**src/rtl/float_add_arbiter.sv**
```systemverilog
// float_add_arbiter: shares one registered float_24_8 adder among NREQ requesters.
// Requesters are granted one per cycle (round-robin by default), ids ride an
// ADD_LAT-deep shift register next to the adder, and sums land in a result FIFO
// in issue order. Issue is credit-gated so the FIFO can never overflow.
//
// Build option: define FLOAT_ADD_ARB_FIXED_PRIO_EN for fixed priority (lowest
// index wins); otherwise round-robin starting after the most recent grant.
//
// Handshake: a transfer happens on a cycle where valid and ready are both high.
// A source holds valid and data stable until accepted and never derives valid
// from ready; ready may depend combinationally on valid (req_ready does).
// Operands are packed {sgn, exp[7:0], man[22:0]}, 32 bits per lane.
module float_add_arbiter #(
  parameter int NREQ       = 4,
  parameter int ADD_LAT    = 1,
  parameter int FIFO_DEPTH = 4   // must be >= ADD_LAT+1
) (
  input  logic                    clk,
  input  logic                    reset,
  input  logic [NREQ-1:0]         req_valid,
  output logic [NREQ-1:0]         req_ready,
  input  logic [NREQ*32-1:0]      req_a,
  input  logic [NREQ*32-1:0]      req_b,
  output logic [31:0]             add_a,
  output logic [31:0]             add_b,
  input  logic [31:0]             add_sum,
  output logic                    res_valid,
  input  logic                    res_ready,
  output logic [$clog2(NREQ)-1:0] res_id,
  output logic [31:0]             res_data
);

  localparam int IDW = $clog2(NREQ);
  localparam int PW  = (FIFO_DEPTH > 1) ? $clog2(FIFO_DEPTH) : 1;
  localparam int CW  = $clog2(FIFO_DEPTH + ADD_LAT + 2);

  // In-flight tracking alongside the adder pipeline
  logic [ADD_LAT-1:0] sr_v;
  logic [IDW-1:0]     sr_id [ADD_LAT];

  // Result FIFO
  logic [IDW-1:0]     mem_id   [FIFO_DEPTH];
  logic [31:0]        mem_data [FIFO_DEPTH];
  logic [PW-1:0]      wr_ptr;
  logic [PW-1:0]      rd_ptr;
  logic [CW-1:0]      occ;

  logic [CW-1:0]      infl;
  logic               push;
  logic               pop;
  logic               permit;
  logic               win_found;
  logic [IDW-1:0]     win_idx;
  logic               issue;

`ifndef FLOAT_ADD_ARB_FIXED_PRIO_EN
  logic [IDW-1:0]     last_q;
`endif

  function automatic logic [PW-1:0] ptr_inc(input logic [PW-1:0] p);
    return (p == PW'(FIFO_DEPTH - 1)) ? '0 : p + 1'b1;
  endfunction

  assign push      = sr_v[ADD_LAT-1];
  assign res_valid = (occ != '0);
  assign pop       = res_valid & res_ready;
  assign res_id    = res_valid ? mem_id[rd_ptr]   : '0;
  assign res_data  = res_valid ? mem_data[rd_ptr] : '0;

  // Count operations still inside the adder pipeline
  always_comb begin
    infl = '0;
    for (int s = 0; s < ADD_LAT; s++) begin
      infl = infl + CW'(sr_v[s]);
    end
  end

  // Credit: every in-flight op plus every stored result needs a FIFO slot;
  // a pop this cycle frees one. Written without subtraction to avoid wrap.
  assign permit = (infl + occ) < (CW'(FIFO_DEPTH) + CW'(pop));

  // Pick the winning requester among those presenting valid
  always_comb begin
    logic [IDW-1:0] idx;
    win_found = 1'b0;
    win_idx   = '0;
    idx       = '0;
`ifdef FLOAT_ADD_ARB_FIXED_PRIO_EN
    for (int i = NREQ - 1; i >= 0; i--) begin
      idx = IDW'(i);
      if (req_valid[idx]) begin
        win_found = 1'b1;
        win_idx   = idx;
      end
    end
`else
    for (int k = 1; k <= NREQ; k++) begin
      idx = IDW'((int'(last_q) + k) % NREQ);
      if (!win_found && req_valid[idx]) begin
        win_found = 1'b1;
        win_idx   = idx;
      end
    end
`endif
  end

  // Grant, issue and adder operand drive; everything quiet while in reset
  always_comb begin
    req_ready = '0;
    issue     = 1'b0;
    add_a     = '0;
    add_b     = '0;
    if (!reset && win_found && permit) begin
      req_ready[win_idx] = 1'b1;
      issue              = 1'b1;
      add_a              = req_a[win_idx*32 +: 32];
      add_b              = req_b[win_idx*32 +: 32];
    end
  end

`ifndef FLOAT_ADD_ARB_FIXED_PRIO_EN
  // Remember the most recent grant for the round-robin search
  always_ff @(posedge clk) begin
    if (reset) begin
      last_q <= IDW'(NREQ - 1);
    end else if (issue) begin
      last_q <= win_idx;
    end
  end
`endif

  // Shift the requester id along with the adder latency
  always_ff @(posedge clk) begin
    if (reset) begin
      sr_v <= '0;
      for (int s = 0; s < ADD_LAT; s++) begin
        sr_id[s] <= '0;
      end
    end else begin
      for (int s = ADD_LAT - 1; s > 0; s--) begin
        sr_v[s]  <= sr_v[s-1];
        sr_id[s] <= sr_id[s-1];
      end
      sr_v[0]  <= issue;
      sr_id[0] <= win_idx;
    end
  end

  // Result FIFO: capture the sum when its id leaves the pipeline, pop on accept
  always_ff @(posedge clk) begin
    if (reset) begin
      wr_ptr <= '0;
      rd_ptr <= '0;
      occ    <= '0;
    end else begin
      if (push) begin
        mem_id[wr_ptr]   <= sr_id[ADD_LAT-1];
        mem_data[wr_ptr] <= add_sum;
        wr_ptr           <= ptr_inc(wr_ptr);
      end
      if (pop) begin
        rd_ptr <= ptr_inc(rd_ptr);
      end
      occ <= occ + CW'(push) - CW'(pop);
    end
  end

`ifndef SYNTHESIS
  // The credit rule must make a push into a full FIFO impossible
  always_ff @(posedge clk) begin
    if (!reset) begin
      assert (!(push && !pop && occ == CW'(FIFO_DEPTH)))
        else $error("result fifo overflow");
    end
  end
`endif

endmodule

```
**config.mk**
```make
export PLATFORM = sky130hd
export DESIGN_NAME = float_add_arbiter
export DESIGN_NICKNAME = d
export VERILOG_FILES = /design/src/rtl/float_add_arbiter.sv
export SDC_FILE = /design/constraint.sdc
export NUM_CORES = 1
export LEC_CHECK = 0
export BUFFER_PORTS_ARGS = -buffer_cell sky130_fd_sc_hd__buf_4
export CORE_MARGIN = 5
export CORE_UTILIZATION = 30
export DETAILED_ROUTE_END_ITERATION = 12
export PLACE_DENSITY_LB_ADDON = 0.12
export SKIP_CTS_REPAIR_TIMING = 1
export SLEW_MARGIN = 20
export SYNTH_ARGS = -nofsm -noshare
export SYNTH_HDL_FRONTEND = slang
export SYNTH_SLANG_ARGS = --single-unit
```
**constraint.sdc**
```tcl
create_clock -name clk -period 2.2 [get_ports clk]
set_input_delay 0.11 -clock clk [delete_from_list [all_inputs] [get_ports clk]]
set_output_delay 0.11 -clock clk [all_outputs]
set_load 0.01 [all_outputs]
```
==> metrics.yaml, run 1 <==
status: "finished with violations"
violated_checks: "setup timing"
clock-root-buffer: "sky130_fd_sc_hd__clkbuf_16"
design.die.area_mm2: 0.0294
mapped_cell_area_mm2: 0.00781
finalCoreUtilization_pct: 50.8
post_route_fraction_of_the_period_consumed_by_the_critical_path_pct: 115
fmax_mhz: 394
syn_area_per_cell_um2: 15.2
place_area_mm2: 0.0114
yosys_warnings: 0
numCtsBuffers: 17
layout.area.seq_mm2: 0.00437
ioPinCount: 398
multiInputGateArea_mm2: 0.00350
cts.sinks: 150
timing.critical_path.required_ps: 2090
grt_setup_unrepaired: "yes"
drtIter0Drc: 230
post_synthesis_cells: 514
globalRouteTotalUtil_pct: 18.4
synth_top_family_by_area: "multiplexers"
synth_simple_gate_area_share_pct: 4.95
slew-limit-headroom_pct: 66.5
crit_path_start: "push"
post_synth_fa_ha_maj_area_fraction_pct: 1.44
cp-end-kind: "output pin"
most-common-layout-cells: "sky130_fd_sc_hd__buf_4, sky130_fd_sc_hd__edfxtp_1, sky130_fd_sc_hd__mux2i_1"
port_buffers: 397
synth.lib_cells_used.distinct: 35
final_cell_area_mm2: 0.0131
die_w_um: 171
synth.mux.area_fraction_pct: 26.6
insertion_delay_ps: 400
postSynthRegisterBits: 150
design.final.nets: 1292
crit_path_cell_trace: "ha_4 > ha_4 > xnor2_4 > a21oi_2 > nor3_4 > nand2b_4 > buf_12 > buf_4 > o22ai_2 > buf_4"
hold_viol_final: 0
layout_commonest_cell: "sky130_fd_sc_hd__buf_4"
hold-worst-slack_ps: 103
timing.setup.critical_path_class: "register to output pin"
setup_viol: 68
grt_pass1_wl_mm: 40.0
avgViaCountPerCell: 4.72
cp_max_fo: 10
fillers: 2332
number_of_global_route_vias_before_repair: 6546
critical-path-top-delay-family: "buffers and inverters"
num_rows: 59
routed_wl_mm: 29.7
aggregate_global_routing_overflow: 0
worst_path_max_delay_cell: "sky130_fd_sc_hd__dfxtp_2"
crit_path_max_incr_delay_ps: 340
min-delay-path-class: "input port to register"
synth_sequential_area_ratio_pct: 55.9
maxCapViolCount: 0
synth_xor_area_share_pct: 0.320
mappedNetlistNets: 818
hold_path.startpoint: "res_ready"
drive_gt1_share_pct: 59.8
via_total_after_detailed_routing: 6313
globalplace.congestion: 0.888
regToRegStartpoint: "occ[0]"
worst-endpoint-arrival_ps: 2430
power_per_cell_area_mw_per_mm2: 1040
leakage_nw: 5.62
critical_path.startpoint_type: "register"
max_slew_violation_count: 0
initial_util_pct: 30.2
detail_route.first_pass.iterations: 4
critical_path.n_buffers_inverters: 3
grt_antenna_before_repair: 2
finalClockSkew_ps: 8.31
clk_path_buf_depth: 2
cts_htree_levels: 4
grt_max_degree: 42
clkSlewWorstSetupHoldPaths_ps: 60
final.min_clock_period_ps: 2540
report.power.total_mw: 13.6
chipHeight_um: 171
syn_to_final_growth_pct: 68.2
drt_drc_violations_left: 0
worst_pin_slew_ps: 497
synth_compound_area_share_pct: 6.14
drt-wirelength-per-cell_um: 22.2
vdd_drop_max_mv: 0.468
design.core.area_mm2: 0.0258
final_antenna_net_count: 0
place.detailed.hpwl_mm: 22.7
post-route-worst-setup-slack_ps: -336
cts_tree: "done"
-- worst reg2reg max path, cell delays in order (launching register included) --
cell and delay [ps]:
sky130_fd_sc_hd__dfxtp_2 340, sky130_fd_sc_hd__or3_4 370, sky130_fd_sc_hd__nand2_2 70, sky130_fd_sc_hd__inv_1 50
sky130_fd_sc_hd__ha_2 170, sky130_fd_sc_hd__a21oi_2 170, sky130_fd_sc_hd__nor3_4 90, sky130_fd_sc_hd__nand2_4 190
sky130_fd_sc_hd__buf_4 230, sky130_fd_sc_hd__o31a_1 150
-- per-layer routing --
metal | up-vias | track usage [%] | part of all wire [%]
li1 | 3001 | - | -
met1 | 3063 | 20.1 | 35
met2 | 219 | 34.6 | 56
met3 | 30 | 4.99 | 6.2
met4 | 0 | 5.48 | 2.3
met5 | - | 0 | 0
-- worst paths after layout --
| kind | to | slack (ps) | cells after the start |
|---|---|---|---|
| min reg2reg | mem_id[1][0] | 470 | 0 |
| max | add_b[20] | -340 | 10 |
| min | occ[0] | 100 | 5 |
| max reg2reg | last_q[1] | 320 | 9 |
-- synth_stat cells --
cell type	instances	area share [%]
sky130_fd_sc_hd__o221ai_1	1	0.11
sky130_fd_sc_hd__nor2_1	15	0.72
sky130_fd_sc_hd__mux4_2	34	9.8
sky130_fd_sc_hd__xnor2_2	1	0.21
sky130_fd_sc_hd__clkbuf_1	13	0.62
sky130_fd_sc_hd__o21ai_2	1	0.11
sky130_fd_sc_hd__inv_1	6	0.29
sky130_fd_sc_hd__mux2i_1	131	17
sky130_fd_sc_hd__nor4_1	1	0.080
sky130_fd_sc_hd__edfxtp_1	136	52
sky130_fd_sc_hd__a21oi_2	1	0.11
sky130_fd_sc_hd__o211ai_1	1	0.096
sky130_fd_sc_hd__nor3_4	1	0.21
sky130_fd_sc_hd__o22ai_1	64	5.1
sky130_fd_sc_hd__nor3_1	3	0.19
sky130_fd_sc_hd__a211o_1	1	0.11
sky130_fd_sc_hd__clkbuf_4	5	0.48
sky130_fd_sc_hd__nand2_1	1	0.048
sky130_fd_sc_hd__buf_2	11	0.70
sky130_fd_sc_hd__nand2b_4	1	0.18
sky130_fd_sc_hd__buf_12	7	1.8
sky130_fd_sc_hd__a211oi_2	1	0.16
sky130_fd_sc_hd__xor2_1	1	0.11
sky130_fd_sc_hd__nand2b_1	3	0.24
sky130_fd_sc_hd__nor2b_1	1	0.080
sky130_fd_sc_hd__buf_6	2	0.29
sky130_fd_sc_hd__o31a_1	1	0.11
sky130_fd_sc_hd__buf_8	1	0.19
sky130_fd_sc_hd__buf_4	3	0.29
sky130_fd_sc_hd__nand2_2	1	0.080
sky130_fd_sc_hd__and2_1	38	3.0
sky130_fd_sc_hd__or3_1	1	0.080
sky130_fd_sc_hd__ha_1	9	1.4
sky130_fd_sc_hd__dfxtp_1	14	3.6
sky130_fd_sc_hd__a21oi_1	3	0.19
-- state kept, by name, summed over array words and instances, names as in the netlist, named ones only --
name	count
last_q	2
mem_data	128
sr_id	2
push	1
occ	3
rd_ptr	2
wr_ptr	2
mem_id	8
-- final cells by class --
cell class | instances | area share (%)
clock buffer | 17 | 3.24
multi-input combinational | 316 | 26.7
inverter | 6 | 0.171
tap | 335 | 3.19
sequential | 150 | 33.3
timing repair buffer | 497 | 32.1
antenna | 2 | 0.0381
clock inverter | 15 | 1.29
-- metrics by stage --
stage / instances / TNS (ps) / worst slack (ps)
after floorplan: 514 / 0 / 60.5
after global placement: 1254 / 0 / 41.4
after detailed placement: 1254 / -27.8 / -15.2
after CTS: 1286 / -23960 / -470
after global routing: 1338 / -26310 / -435
final: 1338 / -18400 / -336
-- power by group --
part / total (mW) / internal [mW] / switching [mW]
logic: 7.27 / 3.92 / 3.35
clock network: 2.84 / 1.70 / 1.14
registers: 3.51 / 3.38 / 0.124
-- cells by family (layout without fill, tap and decap cells) --
kind of cell,after synthesis,count (layout)
AOI/OAI and AO/OA,74,74
xor gates and xnor gates,2,2
adders and majority gates,9,9
buffers and inverters,48,535
DFF,150,150
muxes,165,165
other,0,2
and+or+nand+nor,66,66
Power figures use the tool's default switching activity.
==> run 2, diff against run 1 <==
Settings changed: CELL_PAD_IN_SITES_DETAIL_PLACEMENT from default to 0, CELL_PAD_IN_SITES_GLOBAL_PLACEMENT from default to 1.
Clock period 2.2 ns to 2.5 ns, I/O delays scaled along.
==> run 2 against run 1 <==
Effect of this change: the run still ends with setup timing left; global-route usage hardly changed; die area stayed put; first-iteration DRC count up 7.0%; sequential share of layout area grew 1.4 points; utilization is 2.0 points lower; flip-flop and latch count is the same; clock power is 19% lower; sequential power shrank 11%.
==> metrics.yaml, run 2 (synthesis gave the netlist of run 1 again) <==
status: "finished with violations"
violated_checks: "setup timing"
grt_setup_unrepaired: "yes"
ioPinCount: 398
die_w_um: 171
pwr-share-clk_pct: 20.5
design.die.area_mm2: 0.0294
grt_antenna_before_repair: 2
maxCapViolCount: 0
place.detailed.hpwl_mm: 22.8
clk_path_buf_depth: 2
regToRegStartpoint: "occ[2]"
fin_setup_tns_ps: -8190
final-instance-count-excl-fill: 1312
drive_gt1_share_pct: 57.4
post-route-worst-setup-slack_ps: -201
vdd_drop_max_mv: 0.531
final_antenna_net_count: 0
design.core.area_mm2: 0.0258
finalCoreUtilization_pct: 48.9
hold_path.startpoint: "res_ready"
globalplace.congestion: 0.870
placed_cells: 1229
drtIter0Drc: 246
critical_path.startpoint_type: "register"
hold_viol_final: 0
insertion_delay_ps: 410
number_of_global_route_vias_before_repair: 6570
post_route_fraction_of_the_period_consumed_by_the_critical_path_pct: 108
comb_power_share_pct: 51.9
worst_r2r_path_depth: 9
p_int_mw: 7.32
port_buffers: 397
design.final.nets: 1267
rrSetupSlack_ps: 470
sw_ratio_pct: 35.2
numCtsBuffers: 17
hold-path-endpoint: "occ[0]"
cp_max_fo: 7
final.min_clock_period_ps: 2700
drt-wirelength-per-cell_um: 23.1
power.net_switching_mw: 3.99
syn_to_final_growth_pct: 61.8
slew-limit-headroom_pct: 62.9
rr_endpoint: "last_q[1]"
timing.setup.critical_path_class: "register to output pin"
finalClockSkew_ps: 7.51
relative_contribution_of_sequential_cells_to_total_power_pct: 27.7
worst_pin_slew_ps: 557
globalRouteTotalUtil_pct: 18.4
registers.top_by_ff_count: "mem_data"
cp-end-kind: "output pin"
largest_reg_flops: 128
aggregate_global_routing_overflow: 0
chipHeight_um: 171
cts_tree: "done"
layout_commonest_cell: "sky130_fd_sc_hd__buf_4"
leakage_nw: 5.43
clkSlewWorstSetupHoldPaths_ps: 60
biggestRegsByFlops: "mem_data (128), mem_id (8), occ (3)"
setup_viol: 67
cts_htree_levels: 4
fmax_mhz: 370
min_path_cells: 5
detail_route.first_pass.iterations: 4
clock-root-buffer: "sky130_fd_sc_hd__clkbuf_16"
power_per_cell_area_mw_per_mm2: 895
via_total_after_detailed_routing: 6324
grt_pass1_wl_mm: 39.8
drt_drc_violations_left: 0
num_rows: 59
routed_wl_mm: 30.3
initial_util_pct: 30.2
min-delay-path-class: "input port to register"
worst-endpoint-arrival_ps: 2580
hold-worst-slack_ps: 119
avgViaCountPerCell: 4.82
timing.critical_path.required_ps: 2380
grt_max_degree: 67
most-common-layout-cells: "sky130_fd_sc_hd__buf_4, sky130_fd_sc_hd__edfxtp_1, sky130_fd_sc_hd__mux2i_1"
cts.sinks: 150
max_slew_violation_count: 0
==> run 2: changes by cell type in the layout (fill, tap and decap cells not counted), moves of 3 or more <==
cell / delta
sky130_fd_sc_hd__buf_12: -4
sky130_fd_sc_hd__buf_4: -9
sky130_fd_sc_hd__buf_6: -12
sky130_fd_sc_hd__clkbuf_16: -3
sky130_fd_sc_hd__mux2i_1: +10
sky130_fd_sc_hd__mux2i_2: -9
sky130_fd_sc_hd__o22ai_1: +4
sky130_fd_sc_hd__o22ai_2: +4
sky130_fd_sc_hd__o22ai_4: -8
==> run 2: worst max path at each step <==
stage,startpoint,to,cells after the start
6_report,push,add_b[26],9
5_1_grt,push,add_a[12],10
4_1_cts,push,add_a[7],8
3_5_place_dp,push,add_a[7],8
3_3_place_gp,push,add_a[7],8
2_1_floorplan,occ[2],add_a[2],10
==> run 2: metal layers <==
layer	vias to the layer above	routed length, um	track usage (%)
met1	3125	11400	21.8
li1	2953	-	-
met5	-	8	0
met4	2	369	4.65
met2	222	16600	32.9
met3	22	1960	5.47
==> run 2: layout make-up <==
| class | count | area [um^2] |
|---|---|---|
| inverters | 6 | 22.5 |
| multi-input cells | 317 | 3380 |
| clock inverters | 14 | 120 |
| repair buffers | 471 | 3880 |
| fillers | 2333 | 13200 |
| clock buffers | 18 | 429 |
| well taps | 335 | 419 |
| diodes | 1 | 2.50 |
| flip-flops and latches | 150 | 4380 |
==> run 2: worst max-delay path: stages, from the launching register on <==
cell                       delay [ps]
sky130_fd_sc_hd__dfxtp_4          360
sky130_fd_sc_hd__ha_4             160
sky130_fd_sc_hd__ha_4             170
sky130_fd_sc_hd__xnor2_4          180
sky130_fd_sc_hd__a21oi_2           70
sky130_fd_sc_hd__nor3_4           390
sky130_fd_sc_hd__buf_4            190
sky130_fd_sc_hd__nand2b_2         110
sky130_fd_sc_hd__o22ai_1          320
sky130_fd_sc_hd__buf_4            210
==> run 2: stage by stage <==
step	setup WS, ps	total power [mW]	instance area [um^2]
finish	-201	11.3	12600
global route	-305	11.9	12600
CTS	-383	10.7	11800
detailed placement	64.8	8.41	11200
global placement	129	8.36	11200
floorplan	345	6.17	7810
==> run 2: power by group through the flow <==
stage	registers, mW	clock network, mW	logic [mW]
detailed placement	3.17	0	5.25
global route	3.15	2.49	6.29
global placement	3.15	0	5.21
floorplan	3.09	0	3.08
CTS	3.11	2.37	5.26
finish	3.13	2.31	5.87
==> run 3, diff against run 2 <==
Settings changed: CELL_PAD_IN_SITES_GLOBAL_PLACEMENT 1 to 2, CORE_UTILIZATION 30 to 29.
==> run 3 against run 2 <==
Effect of this change: the run still ends with setup timing left; critical path depth unchanged; maximum frequency increased by 4.4%; worst setup slack improved by 110 ps; via count increased by 0.87%; final area increased by 2.2%; register-to-register slack improved by 90 ps; flip-flop and latch count unchanged; sequential share of layout area decreased by 0.77 points; utilization decreased by 0.57 points; die area increased by 3.2%.
==> metrics.yaml, run 3 (synthesis gave the netlist of run 1 again) <==
crit_path_max_incr_delay_ps: 350
numCtsBuffers: 17
chipHeight_um: 174
biggestRegsByFlops: "mem_data (128), mem_id (8), occ (3)"
min_path_cells: 5
worst_r2r_path_depth: 8
post-route-worst-setup-slack_ps: -87.7
worst_path_max_delay_cell: "sky130_fd_sc_hd__nor3_4"
final-instance-count-excl-fill: 1322
dp_slack_ps: 27.2
globalRouteTotalUtil_pct: 18.5
num_rows: 60
vdd_drop_max_mv: 0.462
hold-path-endpoint: "occ[0]"
initial_util_pct: 29.2
design.die.area_mm2: 0.0303
drt_drc_violations_left: 0
cp-end-kind: "output pin"
routed_wl_mm: 30.5
drtIter0Drc: 196
largest_reg_flops: 128
cts_tree: "done"
most-common-layout-cells: "sky130_fd_sc_hd__buf_4, sky130_fd_sc_hd__edfxtp_1, sky130_fd_sc_hd__mux2i_1"
fillers: 2479
place_area_mm2: 0.0112
post_route_fraction_of_the_period_consumed_by_the_critical_path_pct: 104
maxCapViolCount: 0
drt-wirelength-per-cell_um: 23.1
design.core.area_mm2: 0.0267
leakage_nw: 5.50
avgViaCountPerCell: 4.83
timing.critical_path.required_ps: 2380
rr_endpoint: "last_q[1]"
detail_route.first_pass.iterations: 6
final.min_clock_period_ps: 2590
registers.top_by_ff_count: "mem_data"
critical-path-top-delay-family: "simple AND/OR/NAND/NOR gates"
multiInputGateArea_mm2: 0.00357
clkSlewWorstSetupHoldPaths_ps: 60
status: "finished with violations"
globalplace.congestion: 0.878
power_per_cell_area_mw_per_mm2: 905
final_cell_area_mm2: 0.0129
finalCoreUtilization_pct: 48.3
violated_checks: "setup timing"
syn_to_final_growth_pct: 65.4
number_of_global_route_vias_before_repair: 6832
worst-endpoint-arrival_ps: 2460
grt_antenna_before_repair: 3
layout.area.seq_mm2: 0.00437
cp_max_fo: 9
regToRegStartpoint: "push"
grt_max_degree: 47
rrSetupSlack_ps: 560
min-delay-path-class: "input port to register"
fmax_mhz: 386
worst_pin_slew_ps: 557
hold_path.startpoint: "res_ready"
fin_setup_tns_ps: -2440
grt_setup_unrepaired: "yes"
final_antenna_net_count: 0
ioPinCount: 398
placed_cells: 1237
cts.sinks: 150
critical_path.n_buffers_inverters: 2
setup_viol: 65
critical_path.startpoint_type: "register"
hold-worst-slack_ps: 104
drive_gt1_share_pct: 60.3
clk_path_buf_depth: 2
report.power.total_mw: 11.7
finalClockSkew_ps: 10.3
place.detailed.hpwl_mm: 23.4
cts_htree_levels: 4
layout_commonest_cell: "sky130_fd_sc_hd__buf_4"
design.final.nets: 1269
slew-limit-headroom_pct: 62.6
insertion_delay_ps: 410
port_buffers: 397
max_slew_violation_count: 0
hold_viol_final: 0
clock-root-buffer: "sky130_fd_sc_hd__clkbuf_16"
timing.setup.critical_path_class: "register to output pin"
crit_path_cell_trace: "ha_4 > ha_4 > xnor2_4 > a21oi_4 > nor3_4 > nand2_4 > buf_4 > o22ai_2 > buf_4"
aggregate_global_routing_overflow: 0
die_w_um: 174
via_total_after_detailed_routing: 6379
grt_pass1_wl_mm: 42.4
[run 3: cell types whose count changed in the layout (fill, tap and decap cells not counted), moves of 3 or more]
cell,change
sky130_fd_sc_hd__o22ai_4,+3
sky130_fd_sc_hd__o22ai_1,-18
sky130_fd_sc_hd__mux2i_1,-4
sky130_fd_sc_hd__buf_6,+10
sky130_fd_sc_hd__o22ai_2,+15
sky130_fd_sc_hd__buf_4,-8
[run 3: worst max-delay path by stage]
stage | start | to | slack [ps] | cells past startpoint
CTS | occ[2] | add_b[24] | -420 | 9
global placement | push | add_b[24] | 100 | 8
detailed placement | occ[2] | add_b[24] | 30 | 9
finish | push | add_b[24] | -90 | 9
floorplan | occ[2] | add_a[2] | 350 | 10
global route | occ[0] | add_b[24] | -220 | 9
[run 3: power by group]
part | internal [mW] | switching, mW
Sequential | 2.98 | 0.125
Clock | 1.40 | 1.03
Combinational | 3.24 | 2.92
Total | 7.61 | 4.08
[run 3: final cells by class]
class	count	share of cell area, %
Clock inverter	14	1.09
Timing Repair Buffer	474	30.6
Inverter	6	0.174
Multi-Input combinational cell	316	27.6
Antenna cell	3	0.0581
Sequential cell	150	33.9
Tap cell	341	3.30
Clock buffer	18	3.32
[run 3: worst register-to-register path: cells and delay by family, from the launching register on]
family                   cells  cell delay (ps)
AND/OR/NAND/NOR              2              540
adder cells (fa/ha/maj)      2              330
flip-flops                   1              330
buffers and inverters        1              270
XOR/XNOR                     1              180
AO/OA/AOI/OAI                2              180
[run 3: metal layers]
layer  wire, um  track usage, %
met1      11100            20.3
met2      16800            35.0
met3       1790            4.96
met4        807            5.25
met5          0               0
